File: src/rtl/kl10_cram_pkg.sv
// Shared CRAM sequencer definitions.
//   ADR_W      CRAM address width
//   SBR_DEPTH  default subroutine stack depth
//   ADR_1777   forced trap address
//   sbr_cmd_e  decoded subroutine-stack command for one cycle
package kl10_cram_pkg;

  localparam int unsigned ADR_W     = 11;
  localparam int unsigned SBR_DEPTH = 16;
  localparam logic [ADR_W-1:0] ADR_1777 = 11'o1777;

  typedef enum logic [2:0] {
    SBR_HOLD,
    SBR_CLEAR,
    SBR_PUSH,
    SBR_POP,
    SBR_REPLACE
  } sbr_cmd_e;

endpackage

File: src/rtl/sbr_stack_ptr.sv
// Stack pointer, entry count and sticky flags for the microcode subroutine stack.
// Ports:
//   clk, reset             clock, async active-high reset
//   adv                    microword executes this cycle
//   call, ret, force1777   raw CALL / RETURN / trap controls
//   diagClear              diagnostic clear (independent of adv)
//   sp                     current next-free-slot index
//   sp_next                post-update index (for top-of-stack lookahead)
//   depthCnt               valid entries, 0..DEPTH
//   overflow, underflow    sticky flags
//   wr_en, wr_idx          memory write strobe and slot for this cycle
module sbr_stack_ptr
  import kl10_cram_pkg::*;
#(
  parameter int unsigned DEPTH = SBR_DEPTH,
  parameter int unsigned PTR_W = $clog2(DEPTH)
) (
  input  logic             clk,
  input  logic             reset,
  input  logic             adv,
  input  logic             call,
  input  logic             ret,
  input  logic             force1777,
  input  logic             diagClear,
  output logic [PTR_W-1:0] sp,
  output logic [PTR_W-1:0] sp_next,
  output logic [5:0]       depthCnt,
  output logic             overflow,
  output logic             underflow,
  output logic             wr_en,
  output logic [PTR_W-1:0] wr_idx
);

  localparam logic [5:0] FULL = 6'(DEPTH);

  sbr_cmd_e   cmd;
  logic       push;
  logic       pop;
  logic [5:0] depth_next;
  logic       ovf_next;
  logic       udf_next;

  // Trap to 1777 is a CALL and masks a coincident RETURN.
  assign push = adv & (call | force1777);
  assign pop  = adv & ret & ~force1777;

  always_comb begin
    cmd = SBR_HOLD;
    if (diagClear)
      cmd = SBR_CLEAR;
    else if (push && pop && depthCnt != '0)
      cmd = SBR_REPLACE;
    else if (push)
      cmd = SBR_PUSH;
    else if (pop)
      cmd = SBR_POP;
  end

  always_comb begin
    sp_next    = sp;
    depth_next = depthCnt;
    ovf_next   = overflow;
    udf_next   = underflow;
    wr_en      = 1'b0;
    wr_idx     = sp;
    unique case (cmd)
      SBR_CLEAR: begin
        sp_next    = '0;
        depth_next = '0;
        ovf_next   = 1'b0;
        udf_next   = 1'b0;
      end
      SBR_REPLACE: begin
        wr_en  = 1'b1;
        wr_idx = sp - 1'b1;
      end
      SBR_PUSH: begin
        wr_en   = 1'b1;
        sp_next = sp + 1'b1;
        if (depthCnt == FULL)
          ovf_next = 1'b1;
        else
          depth_next = depthCnt + 1'b1;
      end
      SBR_POP: begin
        sp_next = sp - 1'b1;
        if (depthCnt == '0)
          udf_next = 1'b1;
        else
          depth_next = depthCnt - 1'b1;
      end
      default: ;
    endcase
  end

  always_ff @(posedge clk or posedge reset) begin
    if (reset) begin
      sp        <= '0;
      depthCnt  <= '0;
      overflow  <= 1'b0;
      underflow <= 1'b0;
    end else begin
      sp        <= sp_next;
      depthCnt  <= depth_next;
      overflow  <= ovf_next;
      underflow <= udf_next;
    end
  end

endmodule

File: src/rtl/cram_sbr_stack.sv
// Microcode subroutine CALL/RETURN stack for the CRAM address sequencer.
// Ports:
//   clk, reset     clock, async active-high reset
//   adv            microword executes; 0 freezes all but diagClear
//   call, ret      CALL bit / RETURN dispatch
//   force1777      forced trap, behaves as CALL and masks ret
//   pushAdr        return address to save
//   diagClear      diagnostic clear of pointer, count, flags, sbrRet
//   sbrRet         registered top-of-stack entry
//   stackAdr       zero-extended stack pointer for EBUS readback
//   depthCnt       number of valid entries
//   overflow       sticky: push while full
//   underflow      sticky: pop while empty
module cram_sbr_stack
  import kl10_cram_pkg::*;
#(
  parameter int unsigned DEPTH = SBR_DEPTH,
  parameter int unsigned ADR_W = kl10_cram_pkg::ADR_W
) (
  input  logic             clk,
  input  logic             reset,
  input  logic             adv,
  input  logic             call,
  input  logic             ret,
  input  logic             force1777,
  input  logic [0:ADR_W-1] pushAdr,
  input  logic             diagClear,
  output logic [0:ADR_W-1] sbrRet,
  output logic [0:4]       stackAdr,
  output logic [0:5]       depthCnt,
  output logic             overflow,
  output logic             underflow
);

  localparam int unsigned PTR_W = $clog2(DEPTH);

  logic [0:ADR_W-1] mem [DEPTH];
  logic [PTR_W-1:0] sp;
  logic [PTR_W-1:0] sp_next;
  logic [PTR_W-1:0] wr_idx;
  logic [PTR_W-1:0] rd_idx;
  logic             wr_en;
  logic [5:0]       depth;
  logic [0:ADR_W-1] ret_next;

  sbr_stack_ptr #(
    .DEPTH (DEPTH),
    .PTR_W (PTR_W)
  ) u_ptr (
    .clk       (clk),
    .reset     (reset),
    .adv       (adv),
    .call      (call),
    .ret       (ret),
    .force1777 (force1777),
    .diagClear (diagClear),
    .sp        (sp),
    .sp_next   (sp_next),
    .depthCnt  (depth),
    .overflow  (overflow),
    .underflow (underflow),
    .wr_en     (wr_en),
    .wr_idx    (wr_idx)
  );

  assign depthCnt = depth;
  assign stackAdr = 5'(sp);

  // sbrRet must hold the post-update top on the same edge that writes memory,
  // so read at sp_next-1 and bypass the entry being written this cycle.
  always_comb begin
    rd_idx   = sp_next - 1'b1;
    ret_next = mem[rd_idx];
    if (wr_en && wr_idx == rd_idx)
      ret_next = pushAdr;
  end

  always_ff @(posedge clk or posedge reset) begin
    if (reset) begin
      for (int unsigned i = 0; i < DEPTH; i++)
        mem[i] <= '0;
    end else if (wr_en) begin
      mem[wr_idx] <= pushAdr;
    end
  end

  always_ff @(posedge clk or posedge reset) begin
    if (reset)
      sbrRet <= '0;
    else if (diagClear)
      sbrRet <= '0;
    else if (adv)
      sbrRet <= ret_next;
  end

endmodule

File: config.mk
export PLATFORM = sky130hd
export DESIGN_NAME = cram_sbr_stack
export DESIGN_NICKNAME = d
export VERILOG_FILES = /design/src/rtl/kl10_cram_pkg.sv /design/src/rtl/sbr_stack_ptr.sv /design/src/rtl/cram_sbr_stack.sv
export SDC_FILE = /design/constraint.sdc
export NUM_CORES = 1
export LEC_CHECK = 0
export BUFFER_PORTS_ARGS = -buffer_cell sky130_fd_sc_hd__buf_2
export CORE_MARGIN = 2
export CORE_UTILIZATION = 65
export DETAILED_ROUTE_END_ITERATION = 16
export MAX_ROUTING_LAYER = met4
export PLACE_DENSITY = 0.82
export SLEW_MARGIN = 40
export SYNTH_ARGS = -nofsm -noshare
export SYNTH_HDL_FRONTEND = slang
export SYNTH_HIERARCHICAL = 1
export SYNTH_SLANG_ARGS = --single-unit
File: constraint.sdc
create_clock -name clk -period 13.4 [get_ports clk]
set_input_delay 4.02 -clock clk [delete_from_list [all_inputs] [get_ports clk]]
set_output_delay 4.02 -clock clk [all_outputs]
set_load 0.02 [all_outputs]
==> Word-level counts from Yosys, hierarchy flattened <==
Cells that the tools add are included.
{ "word_totals": {"reg_bits": 199, "input_bits": 18, "out_inout_bits": 24} }
{ "classes": {"n_addsub": 5, "order_cmp": 3, "eq_ne": 10, "mux": 23, "bitwise": 7, "n_reduce_logical": 14} }
{ "op_table": {"columns": ["operator", "count"], "rows": [
  ["bitwise mux 176 bit", 1],
  ["2-to-1 mux 11 bit", 6],
  ["binary-select mux 11 bit (select 4 bit)", 1],
  ["demux 11 bit (select 4 bit)", 1],
  ["one-hot mux 6 bit (3 select lines)", 1],
  ["2-to-1 mux 6 bit", 2],
  ["one-hot mux 4 bit (3 select lines)", 1],
  [">= comparator 5 bit (second input constant)", 2],
  ["inverter 4 -> 5 bit", 2],
  ["2-to-1 mux 3 bit", 3],
  ["subtractor 4 x 1 -> 4 bit (second input constant)", 2],
  ["adder 6 x 1 -> 6 bit (second input constant)", 1],
  ["== test 3 x 2 -> 1 bit (second input constant)", 2],
  ["== test 6 x 5 -> 1 bit (second input constant)", 1],
  ["zero test 6 bit", 1],
  ["nonzero test 2 bit", 3],
  ["nonzero test 6 bit", 1],
  ["subtractor 6 x 1 -> 6 bit (second input constant)", 1],
  ["less-than comparator 5 x 1 -> 1 bit (second input constant)", 1],
  ["adder 4 x 1 -> 4 bit (second input constant)", 1],
  ["== test 4 bit", 1],
  ["logical AND 1 bit", 4],
  ["2-to-1 mux 4 bit", 1],
  ["inequality test 2 x 1 -> 1 bit (second input constant)", 2],
  ["other kinds (13)", 20]
]} }

==> Logic depth before layout (Yosys ltp) <==
{ "logic_depth": {"depth_word": 16, "depth_mapped": 16, "depth_no_buf": 12} }

==> Hierarchy <==
The synthesis kept the hierarchy.
{ "modules_own_cells": {"columns": ["mod", "instances", "cells_each", "area_per_inst_um2"], "rows": [
  ["cram_sbr_stack", 1, 548, 8770.9],
  ["sbr_stack_ptr", 1, 106, 945.9]
]} }

==> Worst setup path after synthesis <==
OpenSTA, ideal clock, no wires.
{ "synth_path": {"path_kind": "input to register", "from": "in call", "to": "reg sbrRet[1] in the netlist's numbering", "setup_ns": 0.126, "arrival_ns": 6.989, "required_ns": 13.274, "slack_ns": 6.285, "path_stages": 16, "path_buffers": 5, "cell_sequence": "xor2_1 a311oi_1 nand2b_1 nand3_1 a21oi_1 buf_6 buf_4 inv_1 ha_1 buf_4 buf_2 buf_2 mux4_2 mux2i_1 mux2i_1 a221o_1"} }
{ "synth_between": {"elab_chain_cells": 16, "word_cells_on_any_way": 25} }
{ "synth_rtl": {"columns": ["item", "line_no", "rtl"], "rows": [
  ["start: declaration", "cram_sbr_stack.sv:23", "input logic call,"],
  ["OR 1 bit (*)", "sbr_stack_ptr.sv:44", "assign push = adv & (call | force1777);"],
  ["bitwise AND 1 bit (*)", "sbr_stack_ptr.sv:44", null],
  ["logical AND 1 bit (2 in a row)", "sbr_stack_ptr.sv:51", "else if (push && pop && depthCnt != '0)"],
  ["2-to-1 mux 3 bit (*)", "sbr_stack_ptr.sv:51", null],
  ["2-to-1 mux 3 bit (*)", "sbr_stack_ptr.sv:49", "if (diagClear)"],
  ["== test 3 x 2 -> 1 bit / == test 3 x 1 -> 1 bit (equally long branches)", "sbr_stack_ptr.sv:66", "unique case (cmd)"],
  ["one-hot mux 4 bit (3 select lines) (*)", "sbr_stack_ptr.sv:66", null],
  ["net sp_next[0]", "cram_sbr_stack.sv:39", "logic [PTR_W-1:0] sp_next;"],
  ["subtractor 4 x 1 -> 4 bit (*)", "cram_sbr_stack.sv:72", "rd_idx = sp_next - 1'b1;"],
  ["inverter 4 -> 5 bit (not written as such)", "cram_sbr_stack.sv:73", "ret_next = mem[rd_idx];"],
  ["binary-select mux 11 bit (select 4 bit)", "cram_sbr_stack.sv:73", null],
  ["2-to-1 mux 11 bit (not written as such) (2 in a row)", "cram_sbr_stack.sv:73", null],
  ["2-to-1 mux 11 bit (*)", "cram_sbr_stack.sv:74", "if (wr_en && wr_idx == rd_idx)"],
  ["2-to-1 mux 11 bit (*)", "cram_sbr_stack.sv:92", "else if (adv)"],
  ["2-to-1 mux 11 bit (*)", "cram_sbr_stack.sv:90", "else if (diagClear)"],
  ["end signal: assignment", "cram_sbr_stack.sv:93", "sbrRet <= ret_next;"],
  ["end: declaration", "cram_sbr_stack.sv:28", "output logic [0:ADR_W-1] sbrRet,"]
]} }
Mark *: on every way through the listed nets, which the timed path passes. The rest lies on a longest branch. The select of a mux whose other input is x is not followed.
A chain may end at the register's enable or synchronous reset.

==> Worst setup path in the final report <==
{ "layout_path": {"from": "in call", "to": "reg sbrRet[10] in the netlist's numbering"} }
The elaborated chain is that of the path after synthesis.

==> impl_metrics.toml <==
[finish]
fraction_of_final_layout_cells_sized_beyond_drive_strength_1 = 0.418
post-route-util = 0.732
antenna_cells_inserted = 0
area.growth.synth_to_final_pct = 9.85
design.final.nets = 702

[global_routing]
aggregate_global_routing_overflow = 0
grt_util_all_layers = 0.289
number_of_antenna_violations_at_the_first_check_in_global_routing = 0
number_of_global_route_vias_before_repair = 6077
grt_pass1_wl_mm = 34.0
largest_net_degree_at_the_start_of_global_routing = 99

[yosys]
synth.distinct_cells = 51
yosysTopAreaCellShare = 0.512
seq_area_frac_synth = 0.512
netlist_top_cells_area = "dfrtp_1 (51%), mux2_2 (20%), mux4_1 (8.4%)"
ys.warnings.count = 6
synth-main-ff-cell = "dfrtp_1"
most_common_cell_in_the_synthesized_netlist = "dfrtp_1"
top_cells_by_count_synth = "dfrtp_1 (199), mux2_2 (176), mux2i_1 (34)"
synth.net_count = 680
syn-mean-instance-area_um2 = 14.9
postSynth.asyncResetShare = 1.00
synth.largest_area_cell = "dfrtp_1"
synth.cell_area_mm2 = 0.00972
cell_count_after_synthesis = 654
ys_seq_elements = 199
synth_enable_flop_cells = 0

[outcome]
status = "complete, no violations"

[floorplan]
floorplan.die.height_um = 126
placement_rows = 44
dieWidth_um = 126
core_area_mm2 = 0.0146
number_of_ports_placed_on_the_die_boundary = 42
die_area_mm2 = 0.0159
effective_utilization_at_floorplan = 0.666

[detailed_routing]
drtPass1Iterations = 5
remaining_antenna_violation_count = 0
drt-initial-drc-count = 491
detail_route.vias_per_cell = 6.48
route.detailed.wl_per_inst_um = 24.1
route.final.wire_length_mm = 21.0
via_count = 5660
drc_errors = 0

[worst_setup_path]
worstPathRequired_ns = 13.73
timing.reg2reg.worst_path_depth = 13
worstPathArrival_ns = 8.26
worst_setup_path_category = "input port to register"
crit_path_start_kind = "input port"
critical_path_peak_fanout = 48
worst_setup_path_end_kind = "register"

[placement]
globalplace.congestion = 0.822
hpwl_mm = 13.2
port_buffers = 40

[clocking]
clock_latency_ns = 0.45
postCtsResizedCells = 0
clock_sinks = 199
cts_inserted_buffers = 17
cts.hold.buffers_added = 0
cts_root_buffer = "clkbuf_16"
cts_setup_buffers = 0
h-tree-depth = 4
clockBufferDepth = 2
tritoncts = "yes"
clk_pin_slew_worst_paths_ns = 0.07

[sta]
hold_viol = 0
grt_setup_unrepaired = "false"
final.setup_skew_ns = 0.00928
worst-slew-pin-transition_ns = 0.866
setup_tns_ns = 0
timing_max_transition_violations_final = 0
max_freq_mhz = 126
post-route-min-period_ns = 7.94
final-setup-viol-count = 0
timing.slew.headroom = 0.423
post-route-period-util = 0.592

[power]
ir_drop_mv = 0.101
power.leakage_uw = 0.00532
power.density_cell_area_mw_per_mm2 = 134

[min_path]
hp-class = "register to register"
holdPathStages = 2

[job]
cap_viol_max_count = 0
## worst paths after layout
| path | from | endpoint | slack, ns |
|---|---|---|---|
| setup / recovery | call | sbrRet[10] | 5.46 |
| hold / removal | u_ptr/underflow | u_ptr/underflow | 0.49 |
| setup reg to reg | u_ptr/depthCnt[5] | sbrRet[10] | 8.71 |
| hold reg to reg | u_ptr/underflow | u_ptr/underflow | 0.49 |
| max in group asynchronous | reset | mem[115] | 8.55 |
| min in group asynchronous | reset | u_ptr/depthCnt[3] | 3.63 |
## worst max-delay path: stages
cell and delay [ns]:
buf_2 0.13, xor2_1 0.18, a311oi_1 0.30, nand2b_1 0.25, nand3_1 0.15, a21oi_4 0.14, buf_4 0.66, inv_1 0.12
ha_2 0.49, buf_4 0.53, mux4_2 0.57, mux2i_1 0.24, mux2i_1 0.13, a221o_1 0.32
## power breakdown
part / total, uW / internal [uW] / switching, uW / leakage (uW)
logic: 208 / 107 / 101 / 0.00233
clock network: 519 / 287 / 232 / 0.000284
registers: 699 / 665 / 33.7 / 0.00270
## metal layers
metal  vias up  routed length, um  global-route usage
met3        30               1050              0.0527
met1      3013               9060               0.383
met4         0                323              0.0989
li1       2483                  -                   -
met2       134              10600               0.459
met5         -                  0                   -
## layout by cell type, fill, tap and decap left out, drive strengths merged, types with 11 or more instances in the layout
cell and count:
a221o 11, and2 11, buf 50, clkbuf 20, dfrtp 199, inv 12, mux2 176, mux2i 34
mux4 44, nand2b 11, nor2 24
## through the flow
stage	instances	setup slack (ns)	hold WS, ns	power, uW	instance area [um2]
after global routing	873	5.15	0.509	1480	10700
final	873	5.46	0.493	1430	10700
after global placement	839	4.90	0.479	895	10000
after floorplan	654	4.29	0.470	859	9720
after detailed placement	841	4.94	0.485	915	10100
after CTS	873	5.37	0.499	1430	10700
## state kept, by name (all words and copies together), names as in the netlist
name / cells
u_ptr/overflow: 1
u_ptr/underflow: 1
sbrRet: 11
u_ptr/sp: 4
mem: 176
u_ptr/depthCnt: 6
## cell type report
type	count	area [um2]
repair buffers	51	304
clock buffers	19	453
flip-flops and latches	199	4980
clock inverters	13	146
inverters	9	41.3
multi-input cells	398	4520
fillers	907	3920
well taps	184	230
## cells by family after synthesis
family | after synthesis | synth area share
muxes | 254 | 0.353
DFF | 199 | 0.512
and+or+nand+nor | 80 | 0.0442
buffers and inverters | 57 | 0.0299
AOI/OAI and AO/OA | 38 | 0.0315
xor gates and xnor gates | 17 | 0.0175
adders and majority gates | 8 | 0.0111
other | 1 | 0.000386
Power figures use the tool's default switching activity.
